## src/rtl/alu_pkg.sv

```systemverilog
// +----------------------------------------------------------------------------
// | alu_pkg : opcodes, flag bit indices and op classification for the ALU
// | retire stage.  Rev 1.0
// +----------------------------------------------------------------------------
`default_nettype none

package alu_pkg;

  localparam logic [5:0] OP_ADD = 6'b000000;
  localparam logic [5:0] OP_SUB = 6'b000001;
  localparam logic [5:0] OP_SHL = 6'b000010;
  localparam logic [5:0] OP_SHR = 6'b000011;
  localparam logic [5:0] OP_ASL = 6'b000100;
  localparam logic [5:0] OP_ASR = 6'b000101;
  localparam logic [5:0] OP_MOV = 6'b000110;
  localparam logic [5:0] OP_MUL = 6'b000111;
  localparam logic [5:0] OP_DIV = 6'b001000;
  localparam logic [5:0] OP_MOD = 6'b001001;
  localparam logic [5:0] OP_AND = 6'b001010;
  localparam logic [5:0] OP_OR  = 6'b001011;
  localparam logic [5:0] OP_XOR = 6'b001101;
  localparam logic [5:0] OP_NOT = 6'b001110;
  localparam logic [5:0] OP_CMP = 6'b001111;
  localparam logic [5:0] OP_TST = 6'b010000;
  localparam logic [5:0] OP_INC = 6'b010001;
  localparam logic [5:0] OP_DEC = 6'b010010;

  localparam int FLAG_Z = 0;
  localparam int FLAG_N = 1;
  localparam int FLAG_C = 2;
  localparam int FLAG_V = 3;

  typedef struct packed {
    logic wb;
    logic fs;
    logic legal;
  } op_class_t;

  function automatic op_class_t op_class(input logic [5:0] op);
    op_class_t cls;
    cls = '{wb: 1'b0, fs: 1'b0, legal: 1'b0};
    case (op)
      OP_ADD, OP_SUB, OP_INC, OP_DEC,
      OP_SHL, OP_SHR, OP_ASL, OP_ASR,
      OP_MOV, OP_MUL, OP_AND, OP_OR, OP_XOR, OP_NOT,
      OP_DIV, OP_MOD:  cls = '{wb: 1'b1, fs: 1'b1, legal: 1'b1};
      OP_CMP, OP_TST:  cls = '{wb: 1'b0, fs: 1'b1, legal: 1'b1};
      default:         cls = '{wb: 1'b0, fs: 1'b0, legal: 1'b0};
    endcase
    return cls;
  endfunction

endpackage

`default_nettype wire

```

## src/rtl/alu_flag_gen.sv

```systemverilog
// +----------------------------------------------------------------------------
// | alu_flag_gen : combinational Z/N/C/V and divide-by-zero derivation from
// | the ALU operands, opcode and result.  Rev 1.0
// +----------------------------------------------------------------------------
`default_nettype none

module alu_flag_gen
  import alu_pkg::*;
#(
  parameter int DW = 16
) (
  input  logic [DW-1:0] a_i,
  input  logic [DW-1:0] b_i,
  input  logic [5:0]    op_i,
  input  logic [DW-1:0] result_i,
  output logic [3:0]    flags_o,
  output logic          div0_o
);

  logic       w_b_in_rng;
  logic [3:0] w_lidx;
  logic [3:0] w_ridx;
  logic       w_c;
  logic       w_v;

  always_comb begin
    w_b_in_rng = (b_i != '0) && (b_i <= DW'(16));
    // Modulo-16 arithmetic maps b==16 onto bit 0 (left) and bit 15 (right).
    w_lidx     = 4'd0 - b_i[3:0];
    w_ridx     = b_i[3:0] - 4'd1;
    w_c        = 1'b0;
    w_v        = 1'b0;
    case (op_i)
      OP_ADD: begin
        w_c = a_i > ~b_i;
        w_v = (a_i[DW-1] == b_i[DW-1]) && (result_i[DW-1] != a_i[DW-1]);
      end
      OP_SUB, OP_CMP: begin
        w_c = a_i < b_i;
        w_v = (a_i[DW-1] != b_i[DW-1]) && (result_i[DW-1] != a_i[DW-1]);
      end
      OP_INC: begin
        w_c = &a_i;
        w_v = a_i == {1'b0, {(DW-1){1'b1}}};
      end
      OP_DEC: begin
        w_c = a_i == '0;
        w_v = a_i == {1'b1, {(DW-1){1'b0}}};
      end
      OP_SHL, OP_ASL: w_c = w_b_in_rng & a_i[w_lidx];
      OP_SHR, OP_ASR: begin
        if (w_b_in_rng)
          w_c = a_i[w_ridx];
        else if (op_i == OP_ASR && b_i > DW'(16))
          w_c = a_i[DW-1];
      end
      OP_DIV, OP_MOD: w_v = b_i == '0;
      default: ;
    endcase
    flags_o         = '0;
    flags_o[FLAG_Z] = result_i == '0;
    flags_o[FLAG_N] = result_i[DW-1];
    flags_o[FLAG_C] = w_c;
    flags_o[FLAG_V] = w_v;
    div0_o          = ((op_i == OP_DIV) || (op_i == OP_MOD)) && (b_i == '0);
  end

endmodule

`default_nettype wire

```

## src/rtl/alu_retire_stage.sv

```systemverilog
// +----------------------------------------------------------------------------
// | alu_retire_stage : 2-entry skid buffer behind the ALU with write-back
// | decode and the architectural flag register.  Rev 1.0
// +----------------------------------------------------------------------------
`default_nettype none

module alu_retire_stage
  import alu_pkg::*;
#(
  parameter int DW = 16,
  parameter int RW = 3
) (
  input  logic          clk,
  input  logic          rst,
  input  logic          in_valid,
  output logic          in_ready,
  input  logic [DW-1:0] in_a,
  input  logic [DW-1:0] in_b,
  input  logic [5:0]    in_op,
  input  logic [DW-1:0] in_result,
  input  logic [RW-1:0] in_rd,
  output logic          out_valid,
  input  logic          out_ready,
  output logic [DW-1:0] out_result,
  output logic [RW-1:0] out_rd,
  output logic          out_wb_en,
  output logic [3:0]    flags_q,
  output logic          div0_pulse,
  output logic          illegal_pulse
);

  // Entry layout: {result, rd, wb, fs, legal, div0, flags[3:0]}
  localparam int C_EW   = DW + RW + 8;
  localparam int C_B_WB = 7;
  localparam int C_B_FS = 6;
  localparam int C_B_LG = 5;
  localparam int C_B_D0 = 4;

  logic [3:0]      w_flags;
  logic            w_div0;
  op_class_t       w_cls;
  logic [C_EW-1:0] w_in_entry;
  logic            w_accept;
  logic            w_retire;

  logic            out_valid_q, out_valid_d;
  logic [C_EW-1:0] out_entry_q, out_entry_d;
  logic            skid_valid_q, skid_valid_d;
  logic [C_EW-1:0] skid_entry_q, skid_entry_d;

  alu_flag_gen #(.DW(DW)) u_flag_gen (
    .a_i      (in_a),
    .b_i      (in_b),
    .op_i     (in_op),
    .result_i (in_result),
    .flags_o  (w_flags),
    .div0_o   (w_div0)
  );

  assign w_cls      = op_class(in_op);
  assign w_in_entry = {in_result, in_rd, w_cls.wb, w_cls.fs, w_cls.legal, w_div0, w_flags};
  assign w_accept   = in_valid && in_ready;
  assign w_retire   = out_valid_q && out_ready;

  always_comb begin
    out_valid_d  = out_valid_q;
    out_entry_d  = out_entry_q;
    skid_valid_d = skid_valid_q;
    skid_entry_d = skid_entry_q;
    if (!out_valid_q || w_retire) begin
      // The skid entry is older than anything on the input, so it goes first.
      if (skid_valid_q) begin
        out_valid_d  = 1'b1;
        out_entry_d  = skid_entry_q;
        skid_valid_d = 1'b0;
      end else if (w_accept) begin
        out_valid_d  = 1'b1;
        out_entry_d  = w_in_entry;
      end else begin
        out_valid_d  = 1'b0;
      end
    end else if (w_accept) begin
      skid_valid_d = 1'b1;
      skid_entry_d = w_in_entry;
    end
  end

  always_ff @(posedge clk or posedge rst) begin
    if (rst) begin
      out_valid_q  <= 1'b0;
      out_entry_q  <= '0;
      skid_valid_q <= 1'b0;
      skid_entry_q <= '0;
      flags_q      <= '0;
    end else begin
      out_valid_q  <= out_valid_d;
      out_entry_q  <= out_entry_d;
      skid_valid_q <= skid_valid_d;
      skid_entry_q <= skid_entry_d;
      if (w_retire && out_entry_q[C_B_FS])
        flags_q <= out_entry_q[3:0];
    end
  end

  assign in_ready      = !skid_valid_q;
  assign out_valid     = out_valid_q;
  assign out_result    = out_entry_q[C_EW-1 -: DW];
  assign out_rd        = out_entry_q[RW+7 -: RW];
  assign out_wb_en     = out_valid_q && out_entry_q[C_B_WB];
  assign div0_pulse    = w_retire && out_entry_q[C_B_D0];
  assign illegal_pulse = w_retire && !out_entry_q[C_B_LG];

endmodule

`default_nettype wire

```

## config.mk

```make
export PLATFORM = sky130hd
export DESIGN_NAME = alu_retire_stage
export DESIGN_NICKNAME = d
export VERILOG_FILES = /design/src/rtl/alu_pkg.sv /design/src/rtl/alu_flag_gen.sv /design/src/rtl/alu_retire_stage.sv
export SDC_FILE = /design/constraint.sdc
export NUM_CORES = 1
export LEC_CHECK = 0
export BUFFER_PORTS_ARGS = -buffer_cell sky130_fd_sc_hd__buf_2
export CAP_MARGIN = 20
export CORE_MARGIN = 1.5
export CORE_UTILIZATION = 55
export DETAILED_ROUTE_END_ITERATION = 6
export PLACE_DENSITY = 0.92
export SLEW_MARGIN = 20
export SYNTH_ARGS = -nofsm -noshare
export SYNTH_HDL_FRONTEND = slang
export SYNTH_SLANG_ARGS = --single-unit
```

## constraint.sdc

```tcl
create_clock -name clk -period 4.5 [get_ports clk]
set_input_delay 0.45 -clock clk [delete_from_list [all_inputs] [get_ports clk]]
set_output_delay 0.45 -clock clk [all_outputs]
set_load 0.01 [all_outputs]
```

Word level (Yosys, flattened, before mapping) --
Memory sizes are Yosys's and may differ from the RTL's. Cells that the tools add are included.
Cells by class: $add $sub $neg 2, $mul 0, div/mod/pow operators 0, magnitude comparators 6, eq/ne operators 15, shift-type cells 0, muxes and demuxes 15, bitwise logic cells 3, reduce and logical (&&, ||, !) cells 30
Operators with widths (count):
- $mux 27 | 2
- $logic_not 16->1 | 3
- $eq 6x4->1 const B | 3
- $eq 16x15->1 const B | 1
- $eq 16x16->1 const B | 1
- $gt 16x16->1 | 1
- $gt 16x5->1 const B | 1
- $le 16x5->1 const B | 1
- $lt 16x16->1 | 1
- $not 16->16 | 1
- $reduce_and 16->1 | 1
- $reduce_bool 16->1 | 1
- $eq 6x2->1 const B | 2
- $eq 6x3->1 const B | 2
- $eq 6x5->1 const B | 2
- $logic_and 1x1->1 | 11
- $lt 4x5->1 const B | 2
- $bmux 1 s4 | 2
- $mux 1 | 8
- $reduce_or 2->1 | 4
- $eq 6x1->1 const B | 1
- $logic_not 6->1 | 1
- $pmux 1 s6 | 1
- $pmux 1 s5 | 1
- other kinds (11) | 17
Word-level totals: flip-flop bits (word level) 60, latch bits 0, RAM bits 0, memory bits (read-only) 96, input port bits 61, output and inout port bits 28, logic and storage cells 77, memories kept 1
Memory list:
- (name not given) | words 32, bits a word 3, rd ports 1, clocked after Yosys merged registers in 0, write ports 0, RTL line alu_pkg.sv:42 | case (op)

Longest topological paths before layout --
depth in word-level cells 7, depth in mapped cells 10, mapped depth without buffers 9

By module --
From an unflattened synthesis, not the netlist that was laid out.
Unflattened totals: cell total of the unflattened synthesis 397, area, all modules 4177.8 um^2
Modules (own cells, without submodules):
- alu_retire_stage | instances 1, cells an instance 223, area an instance 2743.9 um^2, seq. area each 1451.4 um^2
- alu_flag_gen | instances 1, cells an instance 174, area an instance 1433.9 um^2, seq. area each 0.0 um^2

Worst setup path after synthesis --
Ideal clock, no wire load.
path type input -> register, from input in_b[0], to register out_entry_q[2], library setup time 0.139 ns, data arrival time 2.458 ns, slack 1.903 ns, cell stages on the path 10, path buffers 1, cells stage by stage buf_2 > inv_2 > ha_1 > xor2_2 > mux4_1 > mux2i_1 > mux2_2 > o22a_1 > nor3b_1 > o31ai_2
On the way: cells in the longest elaborated chain, start to end 7
RTL lines:
- from (decl) | RTL line alu_retire_stage.sv:18 | input logic [DW-1:0] in_b,
- $sub 4x1->4, or another cell as far along | RTL line alu_flag_gen.sv:30 | w_ridx = b_i[3:0] - 4'd1;
- $bmux 1 s4, or another cell as far along | RTL line alu_flag_gen.sv:53 | w_c = a_i[w_ridx];
- $mux 1 (on tied branches) | RTL line alu_flag_gen.sv:53, alu_flag_gen.sv:50, alu_flag_gen.sv:54
- $mux 1 or $and 1x1->1 (tied branches) | RTL line alu_flag_gen.sv:52, alu_flag_gen.sv:50
- $pmux 1 s6 (*) | RTL line alu_flag_gen.sv:33 | case (op_i)
- $mux 27 (*) | RTL line alu_retire_stage.sv:76 | end else if (w_accept) begin
- $mux 27 (*) | RTL line alu_retire_stage.sv:72 | if (skid_valid_q) begin
- to (signal assigned) | RTL line alu_retire_stage.sv:97 | out_entry_q <= out_entry_d;
- to (decl) | RTL line alu_retire_stage.sv:47 | logic [C_EW-1:0] out_entry_q, out_entry_d;
Mark *: on every way between the ends. The rest lies on a longest branch, timed or not. The select of a mux whose other input is x is not followed. A chain may end at the register's enable or synchronous reset.

Worst setup path in the final report --
Same ends and word-level chain as after synthesis.

==> results.txt <==
count of different cell masters after synthesis -> 50
HPWL after detailed placement -> 7050 µm
count of buffers from port buffering -> 88
Die Footprint -> 0.00781 mm²
WL per Instance -> 15.0 µm
area delta synth->final -> 13.4%
setup clock skew after layout -> 0.00898 ns
routability congestion estimate -> 0.949
Starting DRT DRC Count -> 195
ANT nets after route -> 0
power consumption -> 1.37 mW
area of the core -> 0.00691 mm²
via count -> 3485
count of final max-slew check failures -> 0
worst-case register-to-register setup slack -> 2.72 ns
share of the cycle needed by the critical path after routing -> 0.562
max-cap violations -> 0
count of cells resized by post-cts repair -> 0
# DRC -> 0
CTS Sinks -> 56
number of buffers added to fix hold violations after cts -> 0
Sum Neg Setup Slack -> 0 ns
total global-route track usage -> 0.246
number of placed I/O pins -> 89
remaining global-route overflow -> 0
endpoints failing setup -> 0
power density over the cells -> 300 mW/mm²
Post-CTS Setup Repair Bufs -> 0
via count of the first global-routing pass -> 3348
Max VDD drop -> 0.154 mV
TritonCTS clock tree -> yes
achievable frequency -> 395 MHz
wire length of the first global-routing pass -> 15000 µm
yosys warns -> 0
CTS root buf -> sky130_fd_sc_hd__clkbuf_8
effective utilization at floorplan -> 0.580
largest net degree at the start of global routing -> 57
share of layout cells above drive strength 1 -> 0.216
routed via count divided by cell count -> 5.70
number of hold violations in the final report -> 0
unrepaired setup endpoints after global routing -> no
Period minus WS final -> 2.53 ns
data arrival time of the worst path -> 2.70 ns
clock transition at the register clock pins on the worst setup and hold paths after CTS -> 0.09 ns
Synthesized Nets -> 552
total detailed-routing wirelength -> 9140 µm
mean cell area of the mapped netlist -> 8.89 µm²
non-filler cells, final -> 611
leak pwr -> 2.31 nW
fraction of the yosys area taken by sequential cells -> 0.350
Worst Setup Path Type -> input pin to flop
cell count after synthesis -> 451
antenna violations before repair -> 0
number of placed instances with taps included -> 601
proportion of synthesized flip-flops having asynchronous set or reset -> 1.00
TritonCTS Buffers -> 5
Final Net Count -> 615
die width -> 88.4 µm
result of the run -> finished, final reports clean
worst-path maximum fanout -> 7
insertion delay to the later sink of the worst-skew pair -> 0.31 ns
count of flip-flops with a built-in enable after synthesis -> 0
crit path launch type -> input pin
antenna cells -> 0
worst slew pin tran -> 0.679 ns
number of H-tree branching levels -> 2
Critical Path End Type -> flop
mapped cell area -> 0.00401 mm²
number of flip-flops and latches in the synthesized netlist -> 56
worst max-slew margin expressed relative to the limit -> 0.547
maximum clock path buffer count -> 2
ys flop type -> sky130_fd_sc_hd__dfrtp_1
Die Y -> 88.4 µm
launch instance of the worst register-to-register path -> skid_valid_q
Crit path required time -> 4.67 ns
Detailed Routing Iterations Pass 1 -> 5
site row count -> 30
depth of the worst register-to-register path -> 5
class of the tightest hold or removal check -> input pin to async pin
end of the worst register-to-register path -> skid_entry_q[2]
-- stage by stage --
| step | cell area [µm²] | setup slack, ns | util | hold slack [ns] |
|---|---|---|---|---|
| after floorplan | 4010 | 1.90 | - | 0.445 |
| after global placement | 4400 | 1.72 | 0.637 | 0.457 |
| after detailed placement | 4400 | 1.64 | 0.637 | 0.463 |
| after CTS | 4510 | 1.95 | 0.653 | 0.333 |
| after global routing | 4550 | 1.83 | 0.658 | 0.351 |
| final | 4550 | 1.97 | 0.658 | 0.315 |
-- placed cells by master (no fill, tap or decap), types with 3 or more instances in the layout --
cell                       netlist  final
sky130_fd_sc_hd__nor4_1         13     13
sky130_fd_sc_hd__buf_2           1     88
sky130_fd_sc_hd__mux2_1          5      5
sky130_fd_sc_hd__and3_1          3      3
sky130_fd_sc_hd__inv_1          27     26
sky130_fd_sc_hd__mux4_1          5      5
sky130_fd_sc_hd__nor2_1         20     20
sky130_fd_sc_hd__dfrtp_1        56     56
sky130_fd_sc_hd__o21ai_0         4      4
sky130_fd_sc_hd__nand4_1         8      8
sky130_fd_sc_hd__nor3_1          5      5
sky130_fd_sc_hd__nand2_1        98     98
sky130_fd_sc_hd__mux4_2          3      3
sky130_fd_sc_hd__o21ai_1        32     31
sky130_fd_sc_hd__buf_4          19      3
sky130_fd_sc_hd__o21bai_1        3      3
sky130_fd_sc_hd__mux2i_1        24     24
sky130_fd_sc_hd__nand3_1         6      6
sky130_fd_sc_hd__clkbuf_8        0      5
sky130_fd_sc_hd__nand2b_1        4      4
sky130_fd_sc_hd__a21oi_1        19     19
sky130_fd_sc_hd__nor3b_1         4      3
sky130_fd_sc_hd__ha_1           40     40
-- cell type report --
class	instances	area (µm²)
Tap cell	96	120
Fill cell	570	2360
Multi-Input combinational cell	330	2310
Timing Repair Buffer	93	502
Inverter	28	105
Clock buffer	6	72.6
Sequential cell	56	1400
Clock inverter	2	38.8
-- logic make-up after synthesis --
family          share of synthesized area
buf+inv                            0.0790
simple gates                        0.196
xor+xnor                           0.0147
flops                               0.350
mux                                 0.126
compound gates                      0.110
fa+ha+maj                           0.125
-- cell usage after synthesis, drive strengths merged, types with 6 or more instances --
library cell	number	area, µm²
o21ai	36	180
mux2	6	67.6
inv	28	105
nand3	6	30.0
clkbuf	14	52.6
nand4	8	50.1
ha	40	500
buf	23	159
nand2	98	368
mux2i	24	240
a21oi	19	95.1
nor4	13	81.3
dfrtp	56	1400
nor2	20	75.1
mux4	8	199
-- routing by layer --
metal  track usage  wire (µm)  vias to the layer above  share of wire
met5             0          0                        -              0
met2         0.423       4520                      143           0.49
li1              -          -                     1678              -
met3        0.0438        544                       18          0.059
met1         0.310       3890                     1646           0.43
met4        0.0938        189                        0          0.021
-- power by group --
group          switching [mW]  internal (mW)
combinational           0.224          0.170
clock                   0.160          0.168
sequential             0.0516          0.591
total                   0.436          0.929
-- registers in the layout, summed over array words and instances, names as in the netlist --
name and count:
out_valid 1, out_entry_q 25, skid_entry_q 25, skid_valid_q 1
flags_q 4
-- worst max path at each step --
stage               startpoint              end  depth (start not counted)
detailed placement     in_b[0]  skid_entry_q[2]                         10
global route           in_b[0]  skid_entry_q[2]                         10
global placement       in_b[0]  skid_entry_q[2]                         10
floorplan              in_b[0]   out_entry_q[2]                         10
finish                 in_b[0]   out_entry_q[2]                         10
CTS                    in_b[0]   out_entry_q[2]                         10
-- critical path, stage by stage --
cell and delay (ns):
sky130_fd_sc_hd__buf_2 0.19, sky130_fd_sc_hd__inv_2 0.09, sky130_fd_sc_hd__ha_1 0.23, sky130_fd_sc_hd__xor2_2 0.32
sky130_fd_sc_hd__mux4_1 0.61, sky130_fd_sc_hd__mux2i_1 0.15, sky130_fd_sc_hd__mux2_2 0.17, sky130_fd_sc_hd__o22a_1 0.10
sky130_fd_sc_hd__nor3b_1 0.29, sky130_fd_sc_hd__o31ai_2 0.10
Note: power is estimated with default switching activity, not from simulation.
